$ cat config.mk
export PLATFORM = sky130hd
export DESIGN_NAME = card_hand_display
export DESIGN_NICKNAME = d
export VERILOG_FILES = /design/src/rtl/card_pkg.sv /design/src/rtl/card7seg.sv /design/src/rtl/card_hand_display.sv
export SDC_FILE = /design/constraint.sdc
export NUM_CORES = 1
export LEC_CHECK = 0
export ABC_AREA = 1
export BUFFER_PORTS_ARGS = -buffer_cell sky130_fd_sc_hd__buf_4
export CORE_MARGIN = 2
export CORE_UTILIZATION = 50
export CTS_CLUSTER_DIAMETER = 80
export DETAILED_ROUTE_END_ITERATION = 12
export GPL_ROUTABILITY_DRIVEN = 0
export HOLD_SLACK_MARGIN = 0.06
export PLACE_DENSITY_LB_ADDON = 0.15
export SKIP_LAST_GASP = 1
export SYNTH_ARGS = -nofsm -noshare
export SYNTH_HDL_FRONTEND = slang
export SYNTH_SLANG_ARGS = --single-unit
$ cat constraint.sdc
create_clock -name clk -period 4.8 [get_ports clk]
set_input_delay 0.24 -clock clk [delete_from_list [all_inputs] [get_ports clk]]
set_output_delay 0.24 -clock clk [all_outputs]
set_load 0.02 [all_outputs]
$ cat src/rtl/card_pkg.sv
// Shared card definitions: code constants, blank segment pattern and baccarat scoring helpers.
package card_pkg;

  localparam logic [3:0] CARD_A  = 4'd1;
  localparam logic [3:0] CARD_2  = 4'd2;
  localparam logic [3:0] CARD_3  = 4'd3;
  localparam logic [3:0] CARD_4  = 4'd4;
  localparam logic [3:0] CARD_5  = 4'd5;
  localparam logic [3:0] CARD_6  = 4'd6;
  localparam logic [3:0] CARD_7  = 4'd7;
  localparam logic [3:0] CARD_8  = 4'd8;
  localparam logic [3:0] CARD_9  = 4'd9;
  localparam logic [3:0] CARD_10 = 4'd10;
  localparam logic [3:0] CARD_J  = 4'd11;
  localparam logic [3:0] CARD_Q  = 4'd12;
  localparam logic [3:0] CARD_K  = 4'd13;

  localparam logic [6:0] SEG_BLANK = 7'b1111111;

  typedef enum logic {
    PH_SHOW = 1'b0,
    PH_HIDE = 1'b1
  } phase_e;

  function automatic logic card_is_valid(input logic [3:0] code);
    return (code >= CARD_A) && (code <= CARD_K);
  endfunction

  // Tens and court cards count zero; invalid codes also yield zero.
  function automatic logic [3:0] baccarat_value(input logic [3:0] code);
    return ((code >= CARD_A) && (code <= CARD_9)) ? code : 4'd0;
  endfunction

  function automatic logic [3:0] add_mod10(input logic [3:0] a, input logic [3:0] b);
    logic [4:0] sum;
    sum = {1'b0, a} + {1'b0, b};
    return (sum >= 5'd10) ? 4'(sum - 5'd10) : sum[3:0];
  endfunction

endpackage

$ cat src/rtl/card7seg.sv
// Card code to active-low 7-segment glyph; unused codes (including empty) show blank.
module card7seg
  import card_pkg::*;
(
  input  logic [3:0] code,
  output logic [6:0] seg
);

  always_comb begin
    seg = SEG_BLANK;
    case (code)
      CARD_A:  seg = 7'b1111001;
      CARD_2:  seg = 7'b0100100;
      CARD_3:  seg = 7'b0110000;
      CARD_4:  seg = 7'b0011001;
      CARD_5:  seg = 7'b0010010;
      CARD_6:  seg = 7'b0000010;
      CARD_7:  seg = 7'b1111000;
      CARD_8:  seg = 7'b0000000;
      CARD_9:  seg = 7'b0010000;
      CARD_10: seg = 7'b1000000;
      CARD_J:  seg = 7'b1100001;
      CARD_Q:  seg = 7'b0011000;
      CARD_K:  seg = 7'b0001001;
      default: seg = SEG_BLANK;
    endcase
  end

endmodule

$ cat src/rtl/card_hand_display.sv
// Holds a dealt hand of up to NUM_SLOTS cards, tracks the baccarat score and
// drives one HEX display per slot, optionally blinking the newest card.
module card_hand_display
  import card_pkg::*;
#(
  parameter int NUM_SLOTS  = 3,
  parameter int BLINK_HALF = 25_000_000
) (
  input  logic                             clk,
  input  logic                             reset,
  input  logic                             in_valid,
  input  logic [3:0]                       in_card,
  output logic                             in_ready,
  input  logic                             clear,
  input  logic                             blink_en,
  output logic [7*NUM_SLOTS-1:0]           hex_out,
  output logic [$clog2(NUM_SLOTS+1)-1:0]   count,
  output logic [3:0]                       score,
  output logic                             err
);

  localparam int CNTW = $clog2(NUM_SLOTS + 1);
  localparam int BW   = (BLINK_HALF > 1) ? $clog2(BLINK_HALF) : 1;
  localparam logic [CNTW-1:0] FULL      = CNTW'(NUM_SLOTS);
  localparam logic [BW-1:0]   BLINK_MAX = BW'(BLINK_HALF - 1);

  logic [3:0]      slot_reg [NUM_SLOTS];
  logic [CNTW-1:0] count_reg;
  logic [3:0]      score_reg;
  logic            err_reg;
  logic [BW-1:0]   blink_cnt_reg;
  phase_e          phase_reg;

  logic            accept;
  logic            hide_last;
  logic [CNTW-1:0] last_idx;
  logic [6:0]      dec_seg [NUM_SLOTS];

  assign in_ready = (count_reg < FULL);
  assign accept   = in_valid && in_ready && !clear && card_is_valid(in_card);

  always_ff @(posedge clk) begin
    if (reset || clear) begin
      count_reg     <= '0;
      score_reg     <= '0;
      err_reg       <= 1'b0;
      blink_cnt_reg <= '0;
      phase_reg     <= PH_SHOW;
    end else begin
      // Invalid codes are flagged even when the hand is full.
      err_reg <= in_valid && !card_is_valid(in_card);
      if (accept) begin
        count_reg     <= count_reg + 1'b1;
        score_reg     <= add_mod10(score_reg, baccarat_value(in_card));
        blink_cnt_reg <= '0;
        phase_reg     <= PH_SHOW;
      end else if (blink_cnt_reg == BLINK_MAX) begin
        blink_cnt_reg <= '0;
        phase_reg     <= (phase_reg == PH_SHOW) ? PH_HIDE : PH_SHOW;
      end else begin
        blink_cnt_reg <= blink_cnt_reg + 1'b1;
      end
    end
  end

  assign last_idx  = count_reg - 1'b1;
  assign hide_last = blink_en && (phase_reg == PH_HIDE) && (count_reg != '0);

  genvar gi;
  generate
    for (gi = 0; gi < NUM_SLOTS; gi++) begin : g_slot
      always_ff @(posedge clk) begin
        if (reset || clear) begin
          slot_reg[gi] <= 4'd0;
        end else if (accept && (count_reg == CNTW'(gi))) begin
          slot_reg[gi] <= in_card;
        end
      end

      card7seg u_dec (
        .code (slot_reg[gi]),
        .seg  (dec_seg[gi])
      );

      // Empty slots hold code 0, which the decoder already renders blank.
      assign hex_out[7*gi +: 7] = (hide_last && (last_idx == CNTW'(gi))) ? SEG_BLANK : dec_seg[gi];
    end
  endgenerate

  assign count = count_reg;
  assign score = score_reg;
  assign err   = err_reg;

endmodule

==> impl_metrics.ini <==
[sta]
finalSetupTns_ns = 0
finClkSkew_ns = 0.0112
timing.final.ws_setup_ns = 2.54
slew_violations = 0
fmax_ghz = 0.443
timing.final.crit_period_ns = 2.26
min_period_over_period = 0.471
slew-limit-headroom = 0.537
worst_pin_slew_ns = 0.689
whs_ns = 0.174
hold_viol = 0
setup_viol = 0
rsz0062_at_grt = no

[detailed_routing]
highest_layer = met4
wl_per_cell_um = 11.8
postRouteAntennaNets = 0
drt_iter0_drc = 169
drt-pass1-iter-count = 4
vias = 2811
routed_via_density = 5.08
wl_met3_um = 223
wl_met2_mm = 3.10
wl_met1_mm = 3.09
drc = 0
wirelength_mm = 6.54

[clock_network]
clkTransAtPathRegs_ns = 0.09
hold_buffers = 0
cts_max_level = 2
numCtsBuffers = 5
cts_setup_buffers = 0
cts-resized-gates = 0
clk_latency_ns = 0.30
cts.path.max_buffers = 2
clockRootBuffer = clkbuf_8
cts_tree = done
clock_sinks = 45

[place]
io_buffers = 37
hpwl_mm = 5.19
pre_cts_slack_ns = 2.47

[logic_synthesis]
synthCells = 436
ys_seq_area_frac = 0.321
ys_top_cells_by_count = 101 x nand2_1, 62 x nor2_1, 52 x inv_1
async_reset_ff_frac = 0
ys_ff_latch = 45
yosys-top-cells-area = dfxtp_1 21%, ha_1 13%, nand2_1 12%
synth.avg_cell_area_um2 = 7.29
yosys.area.top_type = dfxtp_1
ys_warn_count = 0
synth-edff-count = 12
syn_area_um2 = 3180
synthDominantCellAreaShare = 0.208
synth.most_common_cell = nand2_1
synth_fp_nets = 478
synth-main-ff-cell = dfxtp_1
synth_cell_type_count = 36

[global_routing]
track_usage = 0.187
overflow = 0
antenna_found_initial = 0
grt_max_degree = 26
grt_pass1_wl_mm = 10.9
grt_pass1_vias = 2576

[run_status]
status = finished, final reports clean

[power_and_ir_drop]
peakVddDrop_mv = 0.168
power_density_nw_per_um2 = 213
cellLeakagePower_nw = 1.39

[final_layout]
areaGrowthSynthToFinish_pct = 13.1
layout.nets = 517
n_antenna_cell = 0
drive_gt1_frac = 0.155
final_core_util = 0.576
nFillCells = 646
multi_input_comb_area_um2 = 1900
largest_register_ffs = 25
regArea_um2 = 1020

[worst_hold_path]
hp-class = in2reg
hold_depth = 3

[floorplanning]
io_pins = 38
core_area_um2 = 6240
die_area_um2 = 7010
die_h_um = 83.7
start_util = 0.509
die_width_um = 83.7
row_count = 29

[critical_path]
start_kind = register
r2r_cells = 12
critPathMaxFanout = 6
worstPathArrival_ns = 2.02
endpoint_kind = output port
worst-setup-path-type = reg2out
worst_ep_required_time_ns = 4.56
r2r_slack_ns = 2.78

[flow_run]
cap_violations = 0
power breakdown:
part	total [mW]	switching [mW]	internal, mW
clock network	0.222	0.120	0.101
registers	0.406	0.00992	0.396
logic	0.139	0.0831	0.0556
layout make-up:
cell class / instances / share of cell area
well taps: 77 / 0.0268
clock inverters: 1 / 0.00104
inverters: 57 / 0.0595
clock buffers: 7 / 0.0212
repair buffers: 37 / 0.0773
multi-input cells: 329 / 0.530
flip-flops and latches: 45 / 0.284
metal layers:
layer	vias to the layer above	GRT usage
met4	0	0.0587
met5	-	0
met3	13	0.0346
met2	37	0.324
li1	1491	-
met1	1270	0.235
placed cells by master, fill, tap and decap left out, drive strengths merged, types with 13 or more instances in the layout:
cell | netlist | routed
dfxtp | 33 | 33
inv | 56 | 56
a21oi | 17 | 17
nand2 | 106 | 106
buf | 2 | 37
nor2 | 71 | 71
o21ai | 13 | 13
ha | 32 | 32
nand3 | 35 | 35
nor3 | 17 | 17
logic make-up after synthesis:
group           after synthesis  synth area share
simple gates                237             0.338
buf+inv                      62            0.0792
compound gates               51             0.107
flops                        45             0.321
fa+ha+maj                    33             0.132
xor+xnor                      8            0.0221
worst max-delay path: stages (launching register included):
cell and delay (ns):
dfxtp_1 0.46, inv_1 0.15, ha_1 0.25, nor2_1 0.21, nand2_1 0.21, o21ai_0 0.13
inv_1 0.09, nand3_1 0.07, buf_4 0.14
path summary, 6_finish.rpt:
kind | from | endpoint
worst max-delay path | count[0] | hex_out[5]
worst max register to register | score[0] | score[1]
worst min register to register | blink_cnt_reg[0] | blink_cnt_reg[0]
worst min-delay path | in_valid | err
stage by stage:
step | power (mW) | instance area (um2) | instances
after floorplan | 0.506 | 3180 | 436
after global placement | 0.551 | 3510 | 545
after CTS | 0.778 | 3590 | 553
after detailed placement | 0.554 | 3510 | 545
after global routing | 0.805 | 3590 | 553
final | 0.766 | 3590 | 553
No activity file was read; power rests on OpenSTA's default activity.
